==> src/rtl/genesis_pad_reader_if.sv <==
// rtl/genesis_pad_reader_if.sv - pad pins and de-multiplexed button outputs of one joypad port
interface genesis_pad_reader_if;
  logic       pad_up;
  logic       pad_down;
  logic       pad_left;
  logic       pad_right;
  logic       pad_a_b;
  logic       pad_c_s;
  logic       pad_sel;
  logic [7:0] buttons;
  logic       present;
  logic       update;

  modport master (
    input  pad_up, pad_down, pad_left, pad_right, pad_a_b, pad_c_s,
    output pad_sel, buttons, present, update
  );

  modport slave (
    output pad_up, pad_down, pad_left, pad_right, pad_a_b, pad_c_s,
    input  pad_sel, buttons, present, update
  );
endinterface

==> src/rtl/genesis_pad_reader.sv <==
// rtl/genesis_pad_reader.sv - 3-button Genesis joypad scanner with select toggling and demux
module genesis_pad_reader #(
  parameter int SEL_CYCLES    = 1000,
  parameter int SETTLE_CYCLES = 40
) (
  input  logic                  clock,
  input  logic                  reset,
  genesis_pad_reader_if.master  bus
);
  localparam int CW = $clog2(SEL_CYCLES);
  localparam logic [CW-1:0] LAST_CNT   = CW'(SEL_CYCLES - 1);
  localparam logic [CW-1:0] SAMPLE_CNT = CW'(SETTLE_CYCLES - 1);

  typedef enum logic {PH_HIGH, PH_LOW} phase_t;

  // Pin vectors are ordered {up, down, left, right, a_b, c_s}.
  logic [5:0]    pins;
  logic [5:0]    sync1;
  logic [5:0]    sync2;
  logic [5:0]    hi_sample;
  logic [CW-1:0] cnt;
  phase_t        phase;
  logic          pad_sel_q;
  logic [7:0]    buttons_q;
  logic          present_q;
  logic          update_q;

  assign pins = {bus.pad_up, bus.pad_down, bus.pad_left, bus.pad_right, bus.pad_a_b, bus.pad_c_s};

  always_ff @(posedge clock) begin
    if (!reset) begin
      sync1     <= 6'h3f;
      sync2     <= 6'h3f;
      hi_sample <= 6'h3f;
      cnt       <= '0;
      phase     <= PH_HIGH;
      pad_sel_q <= 1'b1;
      buttons_q <= 8'h00;
      present_q <= 1'b0;
      update_q  <= 1'b0;
    end else begin
      sync1    <= pins;
      sync2    <= sync1;
      update_q <= 1'b0;

      if (cnt == LAST_CNT) begin
        cnt <= '0;
        if (phase == PH_HIGH) begin
          phase     <= PH_LOW;
          pad_sel_q <= 1'b0;
        end else begin
          phase     <= PH_HIGH;
          pad_sel_q <= 1'b1;
        end
      end else begin
        cnt <= cnt + 1'b1;
      end

      if (cnt == SAMPLE_CNT) begin
        if (phase == PH_HIGH) begin
          hi_sample <= sync2;
        end else begin
          // A 3-button pad pulls left and right low while select is low.
          present_q <= !sync2[3] && !sync2[2];
          if (!sync2[3] && !sync2[2]) begin
            buttons_q <= {~sync2[0], ~hi_sample[0], ~hi_sample[1], ~sync2[1],
                          ~hi_sample[2], ~hi_sample[3], ~hi_sample[4], ~hi_sample[5]};
          end else begin
            buttons_q <= 8'h00;
          end
          update_q <= 1'b1;
        end
      end
    end
  end

  assign bus.pad_sel = pad_sel_q;
  assign bus.buttons = buttons_q;
  assign bus.present = present_q;
  assign bus.update  = update_q;
endmodule

==> src/flat_wrapper.sv <==
// flat-port wrapper written by rule: the top's interface ports become plain ports
module genesis_pad_reader_flat 
#(
  parameter int SEL_CYCLES    = 1000,
  parameter int SETTLE_CYCLES = 40
)
  (clock, reset, bus_pad_up, bus_pad_down, bus_pad_left, bus_pad_right, bus_pad_a_b, bus_pad_c_s, bus_pad_sel, bus_buttons, bus_present, bus_update);
  genesis_pad_reader_if bus_i ();
  input  logic clock;
  input  logic reset;
  input wire logic [$bits(bus_i.pad_up)-1:0] bus_pad_up;
  input wire logic [$bits(bus_i.pad_down)-1:0] bus_pad_down;
  input wire logic [$bits(bus_i.pad_left)-1:0] bus_pad_left;
  input wire logic [$bits(bus_i.pad_right)-1:0] bus_pad_right;
  input wire logic [$bits(bus_i.pad_a_b)-1:0] bus_pad_a_b;
  input wire logic [$bits(bus_i.pad_c_s)-1:0] bus_pad_c_s;
  output wire logic [$bits(bus_i.pad_sel)-1:0] bus_pad_sel;
  output wire logic [$bits(bus_i.buttons)-1:0] bus_buttons;
  output wire logic [$bits(bus_i.present)-1:0] bus_present;
  output wire logic [$bits(bus_i.update)-1:0] bus_update;
  assign bus_i.pad_up = bus_pad_up;
  assign bus_i.pad_down = bus_pad_down;
  assign bus_i.pad_left = bus_pad_left;
  assign bus_i.pad_right = bus_pad_right;
  assign bus_i.pad_a_b = bus_pad_a_b;
  assign bus_i.pad_c_s = bus_pad_c_s;
  assign bus_pad_sel = bus_i.pad_sel;
  assign bus_buttons = bus_i.buttons;
  assign bus_present = bus_i.present;
  assign bus_update = bus_i.update;
  genesis_pad_reader #(.SEL_CYCLES(SEL_CYCLES), .SETTLE_CYCLES(SETTLE_CYCLES)) u_core (.clock(clock), .reset(reset), .bus(bus_i));
endmodule
==> config.mk <==
export PLATFORM = sky130hd
export DESIGN_NAME = genesis_pad_reader_flat
export DESIGN_NICKNAME = d
export VERILOG_FILES = /design/src/rtl/genesis_pad_reader_if.sv /design/src/rtl/genesis_pad_reader.sv /design/src/flat_wrapper.sv
export SDC_FILE = /design/constraint.sdc
export NUM_CORES = 1
export LEC_CHECK = 0
export ABC_AREA = 1
export BUFFER_PORTS_ARGS = -buffer_cell sky130_fd_sc_hd__buf_2
export CAP_MARGIN = 0
export CORE_MARGIN = 2
export CORE_UTILIZATION = 60
export DETAILED_ROUTE_END_ITERATION = 8
export PLACE_DENSITY = 0.81
export SKIP_LAST_GASP = 1
export SYNTH_ARGS = -nofsm -noshare
export SYNTH_HDL_FRONTEND = slang
export SYNTH_SLANG_ARGS = --single-unit
==> constraint.sdc <==
create_clock -name clock -period 2.3 [get_ports clock]
set_input_delay 0.46 -clock clock [delete_from_list [all_inputs] [get_ports clock]]
set_output_delay 0.46 -clock clock [all_outputs]
set_load 0.02 [all_outputs]
## Word-level counts from Yosys, hierarchy flattened

Cells that the tools add are included.

- Flip-flop bits (word level): 40
- Output and inout port bits: 11

- $add $sub $neg: 1
- Equal/unequal tests: 2
- Muxes and demuxes: 3
- Bitwise gates (word level): 10
- Reductions and logical operators: 7

Operators with widths:

| kind | number |
|---|---|
| $add 10x1->10 const B | 1 |
| $eq 10x10->1 const B | 1 |
| $eq 10x6->1 const B | 1 |
| $not 1->1 | 10 |
| $mux 8 | 1 |
| $reduce_and 2->1 | 3 |
| $logic_not 1->1 | 2 |
| $mux 1 | 2 |
| $reduce_or 2->1 | 1 |
| $logic_and 1x1->1 | 1 |

## Longest topological paths before layout

Gate-level depths: netlist (run 1).

- Depth after elaboration: 3
- Depth in mapped cells: 7

## Worst setup path before layout (run 1)

No wires, ideal clock.

- Path type: reg2reg
- Start point: register u_core.cnt[0]
- End point: register u_core.cnt[4]
- Setup time: 0.122 ns
- Data arrival time: 1.149 ns
- Required time: 2.178 ns
- Slack: 1.029 ns
- Stages on the path, launching flop included: 8
- Cell sequence: dfxtp_1 > ha_1 > nand2_2 > nor2_4 > nand3_1 > nand2_1 > buf_4 > a21oi_1

- Word-level cells in the longest chain between the ends: 2

Ends and longest elaborated chain:

| item | line | RTL |
|---|---|---|
| start: declaration | genesis_pad_reader.sv:21 | `logic [CW-1:0] cnt;` |
| start signal: assignment | genesis_pad_reader.sv:56 | `cnt <= cnt + 1'b1;` |
| parallel branches: the longest is 2 deep, another holds $add 10x1->10 | - |  |

Several ways; the timed one is not identified.
A chain may end at the register's enable or synchronous reset.

## Worst setup path after layout (run 1)

- Start point: register u_core.cnt[0]
- End point: register u_core.pad_sel_q (netlist: u_core.bus.pad_sel)

- Word-level cells in the longest chain between the ends: 1

Ends and longest elaborated chain:

| item | line | RTL |
|---|---|---|
| $eq 10x10->1 | genesis_pad_reader.sv:46 | `if (cnt == LAST_CNT) begin` |
| end signal: assignment | genesis_pad_reader.sv:37 | `pad_sel_q <= 1'b1;` |
| end signal: assignment | genesis_pad_reader.sv:50 | `pad_sel_q <= 1'b0;` |
| end signal: assignment | genesis_pad_reader.sv:53 | `pad_sel_q <= 1'b1;` |
| end: declaration | genesis_pad_reader.sv:23 | `logic pad_sel_q;` |

Every way passes these cells.

==> impl_metrics.tcl, run 1 <==
set metrics [dict create \
    status "finished clean" \
    antennaDiodeCount 0 \
    die_area_um2 2970 \
    start_util_pct 62.4 \
    die_h_um 54.5 \
    core_um2 2450 \
    hpwl_um 1750 \
    maxSlewHeadroom_pct 64.8 \
    hold_ws_ns 0.296 \
    tightest_slew_ns 0.527 \
    path_class "reg2reg" \
    dr.pass1.iters 4 \
    grt_pass1_wl_um 4310 \
    nNetsFinal 206 \
    gp_congestion 0.848 \
    worst_hold_startpoint "bus_pad_up" \
    rsz0062_at_grt "false" \
    yosys_warnings 0 \
    max_cap_violations 0 \
    syn_to_final_growth_pct 9.72 \
    setup_viol 0 \
    ys_top_cells_by_count "40 x dfxtp_1, 28 x nand2_1, 23 x nor2_1" \
    routedWlPerCell_um 10.8 \
    ant_nets 0 \
    die-width_um 54.5 \
    antenna_found_initial 0 \
    netlist_top_cells_area "dfxtp_1 52%, nand2_1 6.9%, nand4_1 6.5%, nor2_1 5.6%, or2_2 4.9%" \
    crit_arrival_ns 1.98 \
    period_needed_ns 1.70 \
    synth_most_common_cell "dfxtp_1" \
    slew_viol_final 0 \
    vdd_ir_drop_max_mv 0.748 \
    syn_area_per_cell_um2 8.56 \
    clk_latency_ns 0.34 \
    synth_top_area_cell "dfxtp_1" \
    r2r-end "u_core.bus.pad_sel" \
    multi_input_area_um2 613 \
    setup_tns_ns 0 \
    crit_required_ns 2.58 \
    grt.total_usage_pct 20.8 \
    ctsLongestPathBuffers 2 \
    min_delay_worst_endpoint "u_core.sync1[5]" \
    cts_buffers 5 \
    core.rowCount 18 \
    leakage_nw 0.708 \
    synth_nets 188 \
    finClkSkew_ns 0.00927 \
    wl_um 2460 \
    hold_viol_final 0 \
    slowest_stage "dfxtp_1" \
    grt_max_degree 23 \
    endpoint_kind "register" \
    fill_cells 214 \
    cts_sinks 40 \
    gr-total-overflow 0 \
    holdBufCountCts 0 \
    synth_edf_count 0 \
    max_freq_mhz 587 \
    timing.rr.start "u_core.cnt[0]" \
    slowest_delay_ns 0.38 \
    first_global_vias 1006 \
    drt_iter0_drc 14 \
    port_buffers 18 \
    path_max_fanout 18 \
    drive_above_1_share_pct 22.2 \
    vias 1168 \
    synthesis.area_um2 1530 \
    synthArstFlopShare_pct 0 \
    io_pins 19 \
    synth_top_area_share_pct 52.3 \
    cts_setup_buffers 0 \
    yosys_register_bits 40 \
    path_cells "ha_1, nand2_2, nor2_4, nand3_1, nand2_1, nor2_1, a21oi_1" \
    seq_area_um2 801 \
    critPathLaunchType "register" \
    synth-main-ff-cell "dfxtp_1" \
    via_per_inst 5.12 \
    synthCells 179 \
    r2r_slack_ns 0.60 \
    hold_class "in2reg" \
    worstHoldPathCells 2 \
    drc 0 \
    htree_levels 2 \
    finalCritPeriodShare_pct 74.0 \
    path_clk_slew_ns 0.11 \
    seq_area_frac_synth_pct 52.3 \
    cts_root_buffer "clkbuf_4" \
    cts_tree "done" \
    ctsResizeCount 0 \
    reg2reg_depth 7 \
    ys_types 23 \
    p_per_area_nw_per_um2 730 \
]
-- per-layer routing --
layer  up-vias  share of wire, %  track usage (%)
met3         7               4.1             8.20
met1       515                48             26.0
li1        623                 -                -
met2        23                46             31.7
met4         0               1.8             8.75
met5         -                 0                0
-- how the worst max path moves through the flow --
stage | to | depth (start not counted) | startpoint
3_3_place_gp | u_core.phase | 6 | u_core.cnt[0]
6_report | u_core.bus.pad_sel | 7 | u_core.cnt[0]
3_5_place_dp | u_core.bus.pad_sel | 7 | u_core.cnt[0]
5_1_grt | u_core.bus.pad_sel | 7 | u_core.cnt[0]
4_1_cts | u_core.bus.pad_sel | 7 | u_core.cnt[0]
2_1_floorplan | u_core.cnt[4] | 7 | u_core.cnt[0]
-- stage by stage --
step / instances / setup slack (ns) / total power, mW / area, um2 / utilization [%]
6_report: 228 / 0.598 / 1.23 / 1680 / 68.5
3_3_place_gp: 220 / 0.709 / 0.758 / 1590 / 64.8
3_5_place_dp: 220 / 0.637 / 0.760 / 1590 / 64.8
2_1_floorplan: 179 / 1.03 / 0.753 / 1530 / -
4_1_cts: 228 / 0.608 / 1.24 / 1680 / 68.5
5_1_grt: 228 / 0.418 / 1.28 / 1680 / 68.5
-- power breakdown --
group	internal, mW	total [mW]	switching [mW]	leakage (nW)
logic	0.0141	0.0316	0.0175	0.333
registers	0.707	0.712	0.00585	0.326
clock network	0.260	0.483	0.223	0.0484
total	0.981	1.23	0.246	0.708
-- cell usage in the layout (no fill, tap or decap), drive strengths merged --
cell type  netlist  final
nand4           16     16
o21ai            3      3
or2             12     12
buf              3     18
nor2            26     26
ha               1      1
inv             13     13
nand3           12     12
nand3b           1      1
bufinv           0      1
xnor2            1      1
nor3             1      1
xor2             3      3
nand2           30     30
clkbuf           4      6
dfxtp           40     40
clkinv           0      1
a21oi           13     13
-- critical path: cells and delay by family (launching register included) --
| family | cells | cell delay [ns] |
|---|---|---|
| adder cells (fa/ha/maj) | 1 | 0.19 |
| flip-flops | 1 | 0.38 |
| AO/OA/AOI/OAI | 1 | 0.12 |
| AND/OR/NAND/NOR | 5 | 0.95 |
-- logic make-up after synthesis --
kind of cell	after synthesis	synth area share [%]
AO/OA/AOI/OAI	16	5.23
XOR/XNOR	4	2.29
buffers and inverters	20	7.68
adder cells (fa/ha/maj)	1	0.817
AND/OR/NAND/NOR	98	31.7
flip-flops	40	52.3
-- state kept, by name, summed over array words and instances (netlist names) --
register,count
u_core.bus.buttons,8
u_core.bus.present,1
u_core.sync1,6
u_core.sync2,6
u_core.hi_sample,6
u_core.bus.update,1
u_core.bus.pad_sel,1
u_core.phase,1
u_core.cnt,10
-- cell type report --
type / count / share of cell area [%]
flip-flops and latches: 40 / 47.7
clock buffers: 6 / 3.05
repair buffers: 18 / 5.36
well taps: 30 / 2.23
multi-input cells: 119 / 36.5
inverters: 13 / 2.90
clock inverters: 2 / 2.31
Power figures use the tool's default switching activity.
==> run 2: changes to the inputs <==
--- a/config.mk
+++ b/config.mk
@@ -9,9 +9,9 @@
 export BUFFER_PORTS_ARGS = -buffer_cell sky130_fd_sc_hd__buf_2
 export CAP_MARGIN = 0
 export CORE_MARGIN = 2
-export CORE_UTILIZATION = 60
+export CORE_UTILIZATION = 50
 export DETAILED_ROUTE_END_ITERATION = 8
-export PLACE_DENSITY = 0.81
+export PLACE_DENSITY = 0.72
 export SKIP_LAST_GASP = 1
 export SYNTH_ARGS = -nofsm -noshare
 export SYNTH_HDL_FRONTEND = slang
==> constraint.sdc (replaced) <==
create_clock -name clock -period 1.4 [get_ports clock]
set_input_delay 0.28 -clock clock [delete_from_list [all_inputs] [get_ports clock]]
set_output_delay 0.28 -clock clock [all_outputs]
set_load 0.02 [all_outputs]
==> impl_metrics.tcl, run 2 (synthesis results as in run 1) <==
set metrics [dict create \
    status "finished clean" \
    htree_levels 2 \
    cts_sinks 40 \
    wl_um 2490 \
    antenna_found_initial 0 \
    layout_common_cells "38 x dfxtp_1, 28 x nand2_1, 23 x nor2_1" \
    final_common_cell "dfxtp_1" \
    hold_ws_ns 0.126 \
    swShare_pct 19.5 \
    grt.total_usage_pct 17.3 \
    cts_tree "done" \
    final_area_um2 1800 \
    p_switching_mw 0.380 \
    hold_viol_final 0 \
    fill_cells 251 \
    max_cap_violations 0 \
    intPower_mw 1.57 \
    hpwl_um 1830 \
    finalPower_mw 1.95 \
    clk_latency_ns 0.34 \
    finClkSkew_ns 0.0123 \
    leakage_nw 0.769 \
    crit_required_ns 1.68 \
    antennaDiodeCount 0 \
    port_buffers 18 \
    p_seq_share_pct 60.3 \
    gp_congestion 0.803 \
    period_needed_ns 1.29 \
    drive_above_1_share_pct 27.9 \
    drt_iter0_drc 41 \
    path_clk_slew_ns 0.11 \
    core.rowCount 20 \
    via_per_inst 4.93 \
    core_um2 2980 \
    p_per_area_nw_per_um2 1080 \
    crit_arrival_ns 1.57 \
    dp_cells 231 \
    slew_viol_final 0 \
    clkPwrFrac_pct 36.5 \
    path_class "reg2reg" \
    die_area_um2 3520 \
    max_freq_mhz 775 \
    cts_root_buffer "clkbuf_4" \
    ant_nets 0 \
    placed_area_um2 1650 \
    die_h_um 59.3 \
    grt_pass1_wl_um 4420 \
    routedWlPerCell_um 10.3 \
    fin_util_pct 60.3 \
    cts_buffers 5 \
    die-width_um 59.3 \
    nNetsFinal 216 \
    first_global_vias 1090 \
    drc 0 \
    hold_class "in2reg" \
    path_max_fanout 6 \
    start_util_pct 51.4 \
    gr-total-overflow 0 \
    syn_to_final_growth_pct 17.2 \
    grt_max_degree 23 \
    tightest_slew_ns 0.536 \
    vdd_ir_drop_max_mv 0.798 \
    pwr-share-comb_pct 3.1 \
    vias 1187 \
    endpoint_kind "register" \
    final_cells 241 \
    critPathLaunchType "register" \
    largest-register "u_core.cnt" \
    setup_viol 0 \
    dr.pass1.iters 4 \
    setup_tns_ns 0 \
    ctsLongestPathBuffers 2 \
    io_pins 19 \
    finalCritPeriodShare_pct 92.2 \
    largest_reg_flops 10 \
    setup_slack_ns 0.109 \
    maxSlewHeadroom_pct 64.2 \
    pre_cts_slack_ns -0.00910 \
]
-- run 2: cell type report --
type / instances / area [um2] / area share [%]
Inverter: 13 / 48.8 / 2.72
Sequential cell: 40 / 806 / 44.9
Multi-Input combinational cell: 119 / 654 / 36.4
Clock inverter: 2 / 35.0 / 1.95
Timing Repair Buffer: 28 / 169 / 9.41
Tap cell: 33 / 41.3 / 2.30
Clock buffer: 6 / 41.3 / 2.30
-- run 2: power by group through the flow --
stage | clock network (mW) | logic [mW] | registers, mW
2_1_floorplan | 0 | 0.0440 | 1.19
3_3_place_gp | 0 | 0.0553 | 1.20
3_5_place_dp | 0 | 0.0582 | 1.20
4_1_cts | 0.742 | 0.0588 | 1.17
5_1_grt | 0.790 | 0.0724 | 1.18
6_report | 0.711 | 0.0612 | 1.17
-- run 2: path summary, 6_finish.rpt --
check                       start               endpoint  slack [ns]  cells after the start
hold / removal        bus_pad_c_s        u_core.sync1[0]        0.13                      2
hold reg to reg   u_core.sync1[3]        u_core.sync2[3]        0.42                      1
setup / recovery    u_core.cnt[0]  u_core.bus.buttons[6]        0.11                      7
setup reg to reg    u_core.cnt[0]  u_core.bus.buttons[6]        0.11                      7
-- run 2: critical path, cell delays in order (launching register included) --
cell     delay [ns]
dfxtp_4        0.38
ha_4           0.14
nand2_4        0.06
nor2_4         0.14
buf_6          0.13
buf_4          0.13
nand4_1        0.12
a21oi_2        0.14
-- run 2: metal layers --
layer	global-route usage, %	routed length [um]
met2	27.5	1180
met4	9.74	59
met1	19.5	1120
met3	7.21	134
met5	0	0
-- run 2: timing repair --
| action | 4_1_cts | 5_1_grt |
|---|---|---|
| endpoints found under the setup margin | 10 | 22 |
| resized for setup | 3 | 8 |
| pin swaps | 0 | 3 |
| buffers inserted | 0 | 2 |
| hold buffers | 0 | 0 |
| hold endpoints to repair | 0 | 0 |
==> run 3: changes to the inputs <==
--- a/config.mk
+++ b/config.mk
@@ -8,7 +8,7 @@
 export ABC_AREA = 1
 export BUFFER_PORTS_ARGS = -buffer_cell sky130_fd_sc_hd__buf_2
 export CAP_MARGIN = 0
-export CORE_MARGIN = 2
+export CORE_MARGIN = 5
 export CORE_UTILIZATION = 50
 export DETAILED_ROUTE_END_ITERATION = 8
 export PLACE_DENSITY = 0.72
==> impl_metrics.tcl, run 3 (synthesis results as in run 1) <==
set metrics [dict create \
    setup_slack_ns 0.103 \
    timing.rr.start "u_core.cnt[0]" \
    io_pins 19 \
    max_freq_mhz 771 \
    path_class "reg2reg" \
    htree_levels 2 \
    final_common_cell "dfxtp_1" \
    cts_tree "done" \
    ant_nets 0 \
    setup_tns_ns 0 \
    cp_top_family "simple AND/OR/NAND/NOR gates" \
    status "finished clean" \
    wl_um 2610 \
    layout_common_cells "38 x dfxtp_1, 27 x nand2_1, 23 x nor2_1" \
    core_um2 3000 \
    via_per_inst 5.03 \
    slowest_delay_ns 0.36 \
    grt.total_usage_pct 13.2 \
    cp.depth 7 \
    max_cap_violations 0 \
    p_seq_share_pct 58.8 \
    critPathLaunchType "register" \
    hold_class "in2reg" \
    crit_required_ns 1.63 \
    leakage_nw 0.746 \
    grt_max_degree 16 \
    ctsLongestPathBuffers 2 \
    fin_util_pct 58.5 \
    largest_reg_flops 10 \
    path_clk_slew_ns 0.12 \
    cts_root_buffer "clkbuf_4" \
    vdd_ir_drop_max_mv 0.765 \
    tightest_slew_ns 0.266 \
    die_h_um 65.3 \
    finClkSkew_ns 0.00834 \
    drive_above_1_share_pct 26.7 \
    rsz0062_at_grt "false" \
    worst_hold_startpoint "bus_pad_down" \
    antennaDiodeCount 0 \
    final_cells 239 \
    intPower_mw 1.57 \
    core.rowCount 20 \
    hold_viol_final 0 \
    pre_cts_slack_ns 0.0528 \
    antenna_found_initial 0 \
    port_buffers 18 \
    die_area_um2 4270 \
    drc 0 \
    crit_arrival_ns 1.53 \
    vias 1203 \
    path_max_fanout 10 \
    first_global_vias 1055 \
    worstHoldPathCells 2 \
    drt_iter0_drc 37 \
    hpwl_um 1970 \
    start_util_pct 51.0 \
    swShare_pct 21.1 \
    min_delay_worst_endpoint "u_core.sync1[4]" \
    clkPwrFrac_pct 38.2 \
    grt_pass1_wl_um 4460 \
    syn_to_final_growth_pct 14.8 \
    gr-total-overflow 0 \
    finalCritPeriodShare_pct 92.6 \
    setup_viol 0 \
    maxSlewHeadroom_pct 82.2 \
    gp_congestion 0.822 \
    r2r-end "u_core.bus.buttons[7]" \
    die-width_um 65.3 \
    cts_buffers 5 \
    largest-register "u_core.cnt" \
    nNetsFinal 214 \
    routedWlPerCell_um 10.9 \
    finalPower_mw 1.99 \
    slowest_stage "dfxtp_2" \
    period_needed_ns 1.30 \
    cts_sinks 40 \
    dr.pass1.iters 4 \
    pwr-share-comb_pct 3.0 \
    endpoint_kind "register" \
    reg2reg_depth 7 \
    p_per_area_nw_per_um2 1130 \
    critical_path_buf_inv_count 1 \
    dp_cells 230 \
    clk_latency_ns 0.34 \
    r2r_slack_ns 0.10 \
    path_cells "ha_1, nand2_2, nor2_4, buf_4, nand3_4, nand2_1, a21oi_1" \
    slew_viol_final 0 \
    p_switching_mw 0.421 \
]
-- run 3: power groups by stage --
stage | registers, mW | logic [mW] | clock network, mW
3_3_place_gp | 1.20 | 0.0545 | 0
5_1_grt | 1.18 | 0.0691 | 0.837
4_1_cts | 1.17 | 0.0576 | 0.774
3_5_place_dp | 1.20 | 0.0577 | 0
6_report | 1.17 | 0.0596 | 0.761
2_1_floorplan | 1.19 | 0.0440 | 0
-- run 3: routing by layer --
layer | global-route usage, % | vias to the layer above | wire [um]
met5 | 0 | - | 0
met4 | 5.18 | 0 | 27
met3 | 4.27 | 5 | 165
met2 | 21.2 | 30 | 1210
met1 | 16.4 | 532 | 1200
li1 | - | 636 | -
-- run 3: stage by stage --
stage,hold WS [ns],instance area (um2)
floorplan,0.387,1530
global placement,0.397,1650
detailed placement,0.397,1650
CTS,0.105,1730
global route,0.0980,1760
finish,0.116,1760
-- run 3: final cells by class --
cell class                 count  area (um2)
sequential                    40         803
multi-input combinational    119         623
clock inverter                 3        46.3
fill                         268        1240
inverter                      13        48.8
clock buffer                   5        37.5
timing repair buffer          26         158
tap                           33        41.3
-- run 3: worst max path at each step --
stage / slack, ns / end / start
floorplan: 0.13 / u_core.cnt[4] / u_core.cnt[0]
global placement: 0.12 / u_core.cnt[6] / u_core.cnt[0]
detailed placement: 0.05 / u_core.bus.buttons[7] / u_core.cnt[0]
CTS: 0.03 / u_core.bus.buttons[7] / u_core.cnt[0]
global route: 0.01 / u_core.hi_sample[3] / u_core.cnt[0]
finish: 0.10 / u_core.bus.buttons[7] / u_core.cnt[0]
-- run 3: repair_timing --
item,CTS,global route
setup endpoints to repair,0,19
buffers inserted,0,1
resized for setup,0,6
hold buffers,0,0
